--- src/rtl/hazard_scoreboard_if.sv ---
// ID-stage hazard scoreboard bundle: decoder/ID fields in,
// stall/issue decision and debug state out.
interface hazard_scoreboard_if #(
    parameter int CNT_W = 16
);
    logic             id_valid;
    logic [1:0]       id_num_reads;
    logic [2:0]       id_rs;
    logic [2:0]       id_rt;
    logic             id_reg_write;
    logic [2:0]       id_rd;
    logic             flush;
    logic             stall;
    logic             issue;
    logic [7:0]       busy_mask;
    logic [CNT_W-1:0] stall_cnt;

    modport master (
        output id_valid, id_num_reads, id_rs, id_rt,
        output id_reg_write, id_rd, flush,
        input  stall, issue, busy_mask, stall_cnt
    );

    modport slave (
        input  id_valid, id_num_reads, id_rs, id_rt,
        input  id_reg_write, id_rd, flush,
        output stall, issue, busy_mask, stall_cnt
    );
endinterface

--- src/rtl/hazard_scoreboard.sv ---
// RAW hazard scoreboard for a no-forwarding 5-stage pipeline.
// Pending destinations shift through DEPTH entries mirroring EX..WB.
module hazard_scoreboard #(
    parameter int DEPTH = 3,
    parameter int CNT_W = 16
) (
    input logic                clk,
    input logic                rst,
    hazard_scoreboard_if.slave sb
);
    logic [DEPTH-1:0]      r_v;
    logic [DEPTH-1:0][2:0] r_rd;
    logic [CNT_W-1:0]      r_cnt;

    logic [7:0] w_busy;
    logic       w_hit;
    logic       w_live;
    logic       w_stall;
    logic       w_issue;

    always_comb begin
        w_busy = '0;
        for (int i = 0; i < DEPTH; i++) begin
            if (r_v[i]) w_busy[r_rd[i]] = 1'b1;
        end
    end

    // Read count 3 behaves like 2.
    always_comb begin
        w_hit = 1'b0;
        unique case (sb.id_num_reads)
            2'd0:    w_hit = 1'b0;
            2'd1:    w_hit = w_busy[sb.id_rs];
            default: w_hit = w_busy[sb.id_rs] | w_busy[sb.id_rt];
        endcase
    end

    assign w_live  = sb.id_valid & ~sb.flush;
    assign w_stall = w_live & w_hit;
    assign w_issue = w_live & ~w_hit;

    // Shift every cycle; stalled/flushed slots enter as bubbles.
    always_ff @(posedge clk) begin
        if (rst) begin
            r_v   <= '0;
            r_rd  <= '0;
            r_cnt <= '0;
        end else begin
            for (int i = DEPTH - 1; i > 0; i--) begin
                r_v[i]  <= r_v[i-1];
                r_rd[i] <= r_rd[i-1];
            end
            r_v[0]  <= w_issue & sb.id_reg_write;
            r_rd[0] <= sb.id_rd;
            if (w_stall && (r_cnt != {CNT_W{1'b1}})) begin
                r_cnt <= r_cnt + 1'b1;
            end
        end
    end

    assign sb.stall     = w_stall;
    assign sb.issue     = w_issue;
    assign sb.busy_mask = w_busy;
    assign sb.stall_cnt = r_cnt;
endmodule

--- src/flat_wrapper.sv ---
// flat-port wrapper written by rule: the top's interface ports become plain ports
module hazard_scoreboard_flat 
#(
    parameter int DEPTH = 3,
    parameter int CNT_W = 16
)
  (clk, rst, sb_id_valid, sb_id_num_reads, sb_id_rs, sb_id_rt, sb_id_reg_write, sb_id_rd, sb_flush, sb_stall, sb_issue, sb_busy_mask, sb_stall_cnt);
  hazard_scoreboard_if #(.CNT_W(CNT_W)) sb_i ();
  input logic clk;
  input logic rst;
  input wire logic [$bits(sb_i.id_valid)-1:0] sb_id_valid;
  input wire logic [$bits(sb_i.id_num_reads)-1:0] sb_id_num_reads;
  input wire logic [$bits(sb_i.id_rs)-1:0] sb_id_rs;
  input wire logic [$bits(sb_i.id_rt)-1:0] sb_id_rt;
  input wire logic [$bits(sb_i.id_reg_write)-1:0] sb_id_reg_write;
  input wire logic [$bits(sb_i.id_rd)-1:0] sb_id_rd;
  input wire logic [$bits(sb_i.flush)-1:0] sb_flush;
  output wire logic [$bits(sb_i.stall)-1:0] sb_stall;
  output wire logic [$bits(sb_i.issue)-1:0] sb_issue;
  output wire logic [$bits(sb_i.busy_mask)-1:0] sb_busy_mask;
  output wire logic [$bits(sb_i.stall_cnt)-1:0] sb_stall_cnt;
  assign sb_i.id_valid = sb_id_valid;
  assign sb_i.id_num_reads = sb_id_num_reads;
  assign sb_i.id_rs = sb_id_rs;
  assign sb_i.id_rt = sb_id_rt;
  assign sb_i.id_reg_write = sb_id_reg_write;
  assign sb_i.id_rd = sb_id_rd;
  assign sb_i.flush = sb_flush;
  assign sb_stall = sb_i.stall;
  assign sb_issue = sb_i.issue;
  assign sb_busy_mask = sb_i.busy_mask;
  assign sb_stall_cnt = sb_i.stall_cnt;
  hazard_scoreboard #(.DEPTH(DEPTH), .CNT_W(CNT_W)) u_core (.clk(clk), .rst(rst), .sb(sb_i));
endmodule
--- config.mk ---
export PLATFORM = sky130hd
export DESIGN_NAME = hazard_scoreboard_flat
export DESIGN_NICKNAME = d
export VERILOG_FILES = /design/src/rtl/hazard_scoreboard_if.sv /design/src/rtl/hazard_scoreboard.sv /design/src/flat_wrapper.sv
export SDC_FILE = /design/constraint.sdc
export NUM_CORES = 1
export LEC_CHECK = 0
export ABC_AREA = 0
export BUFFER_PORTS_ARGS = -buffer_cell sky130_fd_sc_hd__buf_2
export CAP_MARGIN = 10
export CORE_ASPECT_RATIO = 0.75
export CORE_MARGIN = 2
export CORE_UTILIZATION = 57
export DETAILED_ROUTE_END_ITERATION = 10
export GPL_TIMING_DRIVEN = 0
export HOLD_SLACK_MARGIN = 0.15
export PLACE_DENSITY = 0.94
export SYNTH_ARGS = -nofsm -noshare
export SYNTH_HDL_FRONTEND = slang
export SYNTH_SLANG_ARGS = --single-unit
--- constraint.sdc ---
create_clock -name clk -period 4 [get_ports clk]
set_input_delay 0.8 -clock clk [delete_from_list [all_inputs] [get_ports clk]]
set_output_delay 0.8 -clock clk [all_outputs]
set_load 0.03 [all_outputs]
==> metrics.txt, run 1 <==
fmax=284.3 MHz; peak supply drop=275.6 uV; WL/cell=14.37 um; clk slew on worst S/H paths=0.09 ns; Synth Register Bits=28; largest net degree at the start of global routing=16; GRT Overall Usage=26.03%; synthesis warning total=0; I/O pin cnt=42; DR iter-0 viols=142; number of post-CTS setup repair buffers=0; CTS Hold Bufs=0; Hold Crit Class=reg2reg; Seq/Total Area, Yosys=32.94%; Cells after Synth=199; Worst R2R Path Depth=9; Min-Delay Endpoint=u_core.sb.stall_cnt[11]$_SDFFE_PP0P_; top cell type's share of synthesized area=32.94%; Area Overhead vs Synth=18.09%; TNS Setup=0 ns; top cells by area, synth=dfxtp_1, nor2b_1, or4_1; first-pass GRT wire length=6824 um; core box area=2893 um^2; Slew HR=67.29%; period utilization=87.93%; Async SR Flop Fraction=0%; first-pass detailed-route iteration total=4; initial core utilization=58.82%; min-delay src=u_core.sb.stall_cnt[11]$_SDFFE_PP0P_; initial antenna violation count=0; root buffer cell=clkbuf_8; Max H-tree Level=1; dpl hpwl=3106 um; total power=0.5217 mW; die extent in x=67.09 um; max cap viols=0; Clock Tree Buf Depth=2; Yosys top cell by area=dfxtp_1; mean post-synth cell area=8.551 um^2; CTS tree=done; Synth Cell Area=1702 um^2; WHS Path Cells=2; fin crit period=3.517 ns; P per Cell Area=259.6 nW/um^2; final setup fails=0; TritonCTS Sinks=28; synth unique cells=44; CTS resizes=0; routability congestion estimate=0.9570; Via density=6.202; Critical Path RT=3.20 ns; Routed Antenna Nets=0; leakage power=0.8103 nW; Gate power share=11.4%; register share of total power=56.1%; area post-placement=1954 um^2; Post-Syn Nets=216; gr ovfl total=0; Worst R2R Start=u_core.sb.stall_cnt[6]$_SDFFE_PP0P_; Psw=0.1245 mW; Switching Share=23.86%; Worst setup SP type=input pin; Max Slew Vio Count=0; EDFF count, synth=0; reg-to-reg slack, setup=1.37 ns; RSZ-0062 raised after global routing=no; DIE AREA=3443 um^2; Row Count=17; Clk pwr share=32.6%; status=completed; CP Class=in2out; Reg-to-Reg End=u_core.sb.stall_cnt[1]$_SDFFE_PP0P_; Final Hold Viols=0; port buffer count=41; share of layout cells above drive strength 1=22.13%; DR vias=1749; Die H=51.32 um; Detailed Route WL=4053 um; most common cell in the synthesized netlist=dfxtp_1; DRC viols=0; worst-skew pair later-pin latency=0.27 ns; fin area=2009 um^2; worst endpoint data arrival time=2.72 ns; NumNets Final=262; vias in the first global route=1443; Crit. End Element=output pin; final-layout fill cell count=254; worst slew pin tran=0.4906 ns; Clock Skews=0.003011 ns; worst-path fanout max=10; # diodes=0; TritonCTS Buffers=3; most used flip-flop cell after synthesis=dfxtp_1; top cells by count, synth=dfxtp_1, nor2b_1, a21oi_1, or4_1; P_int=0.3972 mW
==> layout by cell type, fill, tap and decap left out, types with 4 or more instances in the layout <==
| master | instances |
|---|---|
| a21oi_1 | 14 |
| nor4_1 | 5 |
| nand4bb_1 | 5 |
| nor2_1 | 10 |
| buf_2 | 43 |
| o31ai_1 | 11 |
| clkbuf_1 | 5 |
| nand3_1 | 11 |
| nand4b_1 | 6 |
| nand2_1 | 11 |
| inv_1 | 5 |
| and4_1 | 8 |
| nor2b_1 | 16 |
| dfxtp_1 | 28 |
| clkbuf_8 | 4 |
| or4_1 | 13 |
| or3_1 | 4 |
==> worst max-delay path: stages <==
cell,delay (ns)
buf_2,0.13
or4_1,0.53
a211o_1,0.28
nand4_1,0.12
a21o_1,0.19
buf_4,0.18
buf_2,0.24
inv_2,0.06
buf_2,0.17
==> stage by stage <==
stage | hold WS [ns] | util, % | setup WS (ns) | cells
6_report | 0.4954 | 69.46 | 0.4828 | 282
2_1_floorplan | 0.5178 | - | 0.9526 | 199
3_3_place_gp | 0.4717 | 67.56 | 0.5414 | 278
5_1_grt | 0.5290 | 69.46 | 0.4352 | 282
4_1_cts | 0.4912 | 69.46 | 0.5093 | 282
3_5_place_dp | 0.4781 | 67.56 | 0.5001 | 278
==> flip-flops by register name, indices dropped and copies added, names as in the netlist <==
| signal | flops |
|---|---|
| u_core.sb.stall_cnt | 16 |
| u_core.r_v | 3 |
| u_core.r_rd | 9 |
==> logic make-up after synthesis <==
| kind of cell | Yosys count | share of synthesized area [%] |
|---|---|---|
| adders and majority gates | 1 | 0.7352 |
| muxes | 2 | 1.323 |
| buffers and inverters | 15 | 4.118 |
| DFF | 28 | 32.94 |
| and+or+nand+nor | 113 | 45.59 |
| AOI/OAI and AO/OA | 40 | 15.29 |
==> worst max-delay path by stage <==
| stage | from | endpoint | slack, ns | depth (start not counted) |
|---|---|---|---|---|
| 2_1_floorplan | sb_id_rs[2] | sb_stall | 0.95 | 7 |
| 3_3_place_gp | sb_id_rs[2] | sb_stall | 0.54 | 9 |
| 3_5_place_dp | sb_id_rs[2] | sb_stall | 0.50 | 9 |
| 4_1_cts | sb_id_rs[2] | sb_stall | 0.51 | 9 |
| 5_1_grt | sb_id_rs[2] | sb_stall | 0.44 | 9 |
| 6_report | sb_id_rs[2] | sb_stall | 0.48 | 9 |
==> final cells by class <==
type                       count  area [um^2]  area share [%]
timing repair buffer          41        205.2           10.21
sequential                    28        560.5           27.90
buffer                         9        47.55           2.366
clock buffer                   4        55.05           2.740
multi-input combinational    156         1071           53.30
tap                           38        47.55           2.366
inverter                       6        22.52           1.121
==> metal layers <==
metal  track usage, %  up-vias  part of all wire, %
li1                 -      878                    -
met3            6.608        4                  8.3
met4            4.762        0                 0.67
met2            35.97       56                   43
met1            40.33      811                   48
met5                0        -                    0
==> power by group through the flow <==
stage | Sequential (mW) | Combinational (mW) | Clock (mW)
2_1_floorplan | 0.298 | 0.0367 | 0
3_3_place_gp | 0.298 | 0.0570 | 0
3_5_place_dp | 0.299 | 0.0584 | 0
4_1_cts | 0.292 | 0.0586 | 0.175
6_report | 0.292 | 0.0593 | 0.170
5_1_grt | 0.294 | 0.0651 | 0.190
Power figures use the tool's default switching activity.
==> run 2, diff against run 1 <==
--- a/config.mk
+++ b/config.mk
@@ -5,16 +5,16 @@
 export SDC_FILE = /design/constraint.sdc
 export NUM_CORES = 1
 export LEC_CHECK = 0
-export ABC_AREA = 0
+export ABC_AREA = 1
 export BUFFER_PORTS_ARGS = -buffer_cell sky130_fd_sc_hd__buf_2
 export CAP_MARGIN = 10
 export CORE_ASPECT_RATIO = 0.75
 export CORE_MARGIN = 2
-export CORE_UTILIZATION = 57
+export CORE_UTILIZATION = 48
 export DETAILED_ROUTE_END_ITERATION = 10
 export GPL_TIMING_DRIVEN = 0
 export HOLD_SLACK_MARGIN = 0.15
-export PLACE_DENSITY = 0.94
+export PLACE_DENSITY = 0.84
 export SYNTH_ARGS = -nofsm -noshare
 export SYNTH_HDL_FRONTEND = slang
 export SYNTH_SLANG_ARGS = --single-unit
==> constraint.sdc (replaced) <==
create_clock -name clk -period 2.97 [get_ports clk]
set_input_delay 0.594 -clock clk [delete_from_list [all_inputs] [get_ports clk]]
set_output_delay 0.594 -clock clk [all_outputs]
set_load 0.03 [all_outputs]
==> run 2 against run 1 <==
Register-to-register slack lost 0.42 ns. Synthesized cell count increased by 33%. Critical endpoint unchanged. Clock skew is 0.0055 ns higher. Clock power grew 19%. Largest power group unchanged. Count of clock-buffer cells in the layout shrank 1. Global-route usage is 3.4 points lower. Sequential power grew 34%.
==> metrics.txt, run 2 <==
status=completed; top cells by area, synth=dfxtp_1, nand4_1, nand2_1; Final Hold Viols=0 (unchanged); RSZ-0062 raised after global routing=no; utilization after layout=58.10% (-11 points); WL/cell=12.50 um (-13%); # diodes=0 (unchanged); CP max stage cell=dfxtp_1; vias in the first global route=1681 (+16%); Crit. End Element=output pin; root buffer cell=clkbuf_8; max reg flops=16 (unchanged); main combinational cell family by area after synthesis=simple AND/OR/NAND/NOR gates; initial core utilization=49.62% (-9.2 points); dpl hpwl=3517 um (+13%); most common cell in the synthesized netlist=nand2_1; Area Overhead vs Synth=17.10%; Buf/Inv on CP=3 (-2); CP delay by family, top=simple AND/OR/NAND/NOR gates; number of post-CTS setup repair buffers=0 (unchanged); worst endpoint data arrival time=2.16 ns (-0.56 ns); Yosys top cell by area=dfxtp_1; GRT Overall Usage=22.67% (-3.4 points); Synth Register Bits=28 (unchanged); Max Slew Vio Count=0 (unchanged); die extent in x=74.57 um (+11%); Row Count=19 (+2); DRC viols=0 (unchanged); peak supply drop=332.4 uV (+21%); Worst setup SP type=flop; most used flip-flop cell after synthesis=dfxtp_1; top cell type's share of synthesized area=31.26% (-1.7 points); core box area=3613 um^2 (+25%); Max H-tree Level=1 (unchanged); Clock Tree Buf Depth=2 (unchanged); top cells by count, synth=nand2_1, nand4_1, inv_1, dfxtp_1, nand3_1; final std cells w/o fill=359 (+27%); post-synthesis mux area share=0% (-1.3 points); I/O pin cnt=42 (unchanged); worst-skew pair later-pin latency=0.27 ns (about the same); Hold Crit Class=reg2reg; worst slew pin tran=0.4587 ns (-0.03191 ns); P per Cell Area=329.5 nW/um^2 (+27%); largest net degree at the start of global routing=15 (-1); period utilization=92.64%; share of layout cells above drive strength 1=21.17% (-0.96 points); cell mode on critical path=nand3_1; Synth Cell Area=1793 um^2 (+5.4%); EDFF count, synth=0 (unchanged); Synth Area in XOR/XNOR=6.350% (+6.4 points); max cap viols=0 (unchanged); Post-Syn Nets=281 (+30%); final setup fails=0 (unchanged); total power=0.6918 mW (+33%); CTS tree=done; TNS Setup=0 ns (unchanged); mean post-synth cell area=6.792 um^2 (-21%); Fin Hold WS=0.4717 ns (-0.02365 ns); fin crit period=2.752 ns; DIE AREA=4245 um^2 (+23%); Seq/Total Area, Yosys=31.26% (-1.7 points); Clock Skews=0.008476 ns (+0.005465 ns); port buffer count=40 (-2.4%); Routed Antenna Nets=0 (unchanged); Via density=5.320 (-14%); synthesis warning total=0 (unchanged); NumNets Final=326 (+24%); CTS resizes=0 (unchanged); commonest non-fill, non-tap cell in the layout=nand2_1; first-pass detailed-route iteration total=5 (+1); gr ovfl total=0 (unchanged); TritonCTS Buffers=3 (unchanged); CP Class=reg2out; Cells after Synth=264 (+33%); TritonCTS Sinks=28 (unchanged); Critical Path RT=2.38 ns (-0.82 ns); Slew HR=69.42% (+2.1 points); initial antenna violation count=0 (unchanged); Post-Synth Adder-Cell Area=0.6978% (-0.037 points); Crit path largest cell delay=0.42 ns (-0.11 ns); fmax=363.4 MHz; placed insts=356 (+28%); final-layout fill cell count=349 (+37%); worst-path fanout max=8 (-2); Async SR Flop Fraction=0% (unchanged); Simple-Gate Fraction of Synth Area=46.89% (+1.3 points); routability congestion estimate=0.9595 (+0.26%); commonest non-fill, non-tap cells in the layout=nand2_1, buf_2, nand4_1, inv_1, dfxtp_1; Die H=56.93 um (+11%); CTS Hold Bufs=0 (unchanged); leakage power=1.001 nW (+23%); Detailed Route WL=4487 um (+11%); Compound-Gate Fraction of Synth Area=3.629% (-12 points); DR iter-0 viols=199 (+40%); synth unique cells=25 (-43%); CP Cell Sequence=nand2_1, inv_1, nand3_1, nand3_1, nand3_1, nand3_1, nand3_1, nand2_4, inv_1, nor3_1, buf_2; DR vias=1910 (+9.2%); first-pass GRT wire length=7693 um (+13%); clk slew on worst S/H paths=0.09 ns (about the same)
==> run 2: cells by family (layout without fill, tap and decap cells) <==
group           after synthesis  count (layout)
compound gates               13              13
xor+xnor                     13              13
fa+ha+maj                     1               1
buf+inv                      48              91
flops                        28              28
simple gates                161             161
==> run 2: power breakdown <==
part	switching, mW	internal (mW)
logic	0.0655	0.0339
clock network	0.111	0.0910
registers	0.00795	0.382
total	0.184	0.507
==> run 2: worst paths after layout <==
check | startpoint | endpoint | slack (ns) | depth (start not counted)
worst max-delay path | u_core.r_v[2]$_SDFF_PP0_ | sb_stall | 0.22 | 11
worst min-delay path | u_core.r_rd[0]$_SDFF_PP0_ | u_core.r_rd[3]$_SDFF_PP0_ | 0.47 | 2
worst max register to register | u_core.sb.stall_cnt[0]$_SDFFE_PP0P_ | u_core.sb.stall_cnt[15]$_SDFFE_PP0P_ | 0.95 | 7
worst min register to register | u_core.r_rd[0]$_SDFF_PP0_ | u_core.r_rd[3]$_SDFF_PP0_ | 0.47 | 2
==> run 2: area by class of cell <==
| type | instances | area (um^2) | area share (%) |
|---|---|---|---|
| Buffer | 8 | 50.05 | 2.384 |
| Timing Repair Buffer | 40 | 200.2 | 9.535 |
| Clock buffer | 3 | 41.29 | 1.967 |
| Tap cell | 52 | 65.06 | 3.099 |
| Multi-Input combinational cell | 188 | 1032 | 49.17 |
| Inverter | 40 | 150.1 | 7.151 |
| Sequential cell | 28 | 560.5 | 26.70 |
==> run 2: routing by layer <==
metal	vias to the layer above	global-route usage [%]	wire length [um]
met5	-	0	0
met4	0	1.020	22
met3	4	5.654	341
met2	88	34.01	1879
met1	834	34.81	2244
li1	984	-	-
==> run 2: worst reg2reg max path, delay by kind of cell (launching register included) <==
kind / cells / cell delay, ns
adder cells (fa/ha/maj): 1 / 0.30
buffers and inverters: 1 / 0.33
AO/OA/AOI/OAI: 1 / 0.08
AND/OR/NAND/NOR: 4 / 0.78
flip-flops: 1 / 0.41
==> run 2: per-stage QoR <==
step	area, um^2	setup WS (ns)
floorplan	1793	0.3646
detailed placement	2058	0.5286
global placement	2058	0.5945
CTS	2100	0.3053
finish	2100	0.2185
global route	2100	0.1468
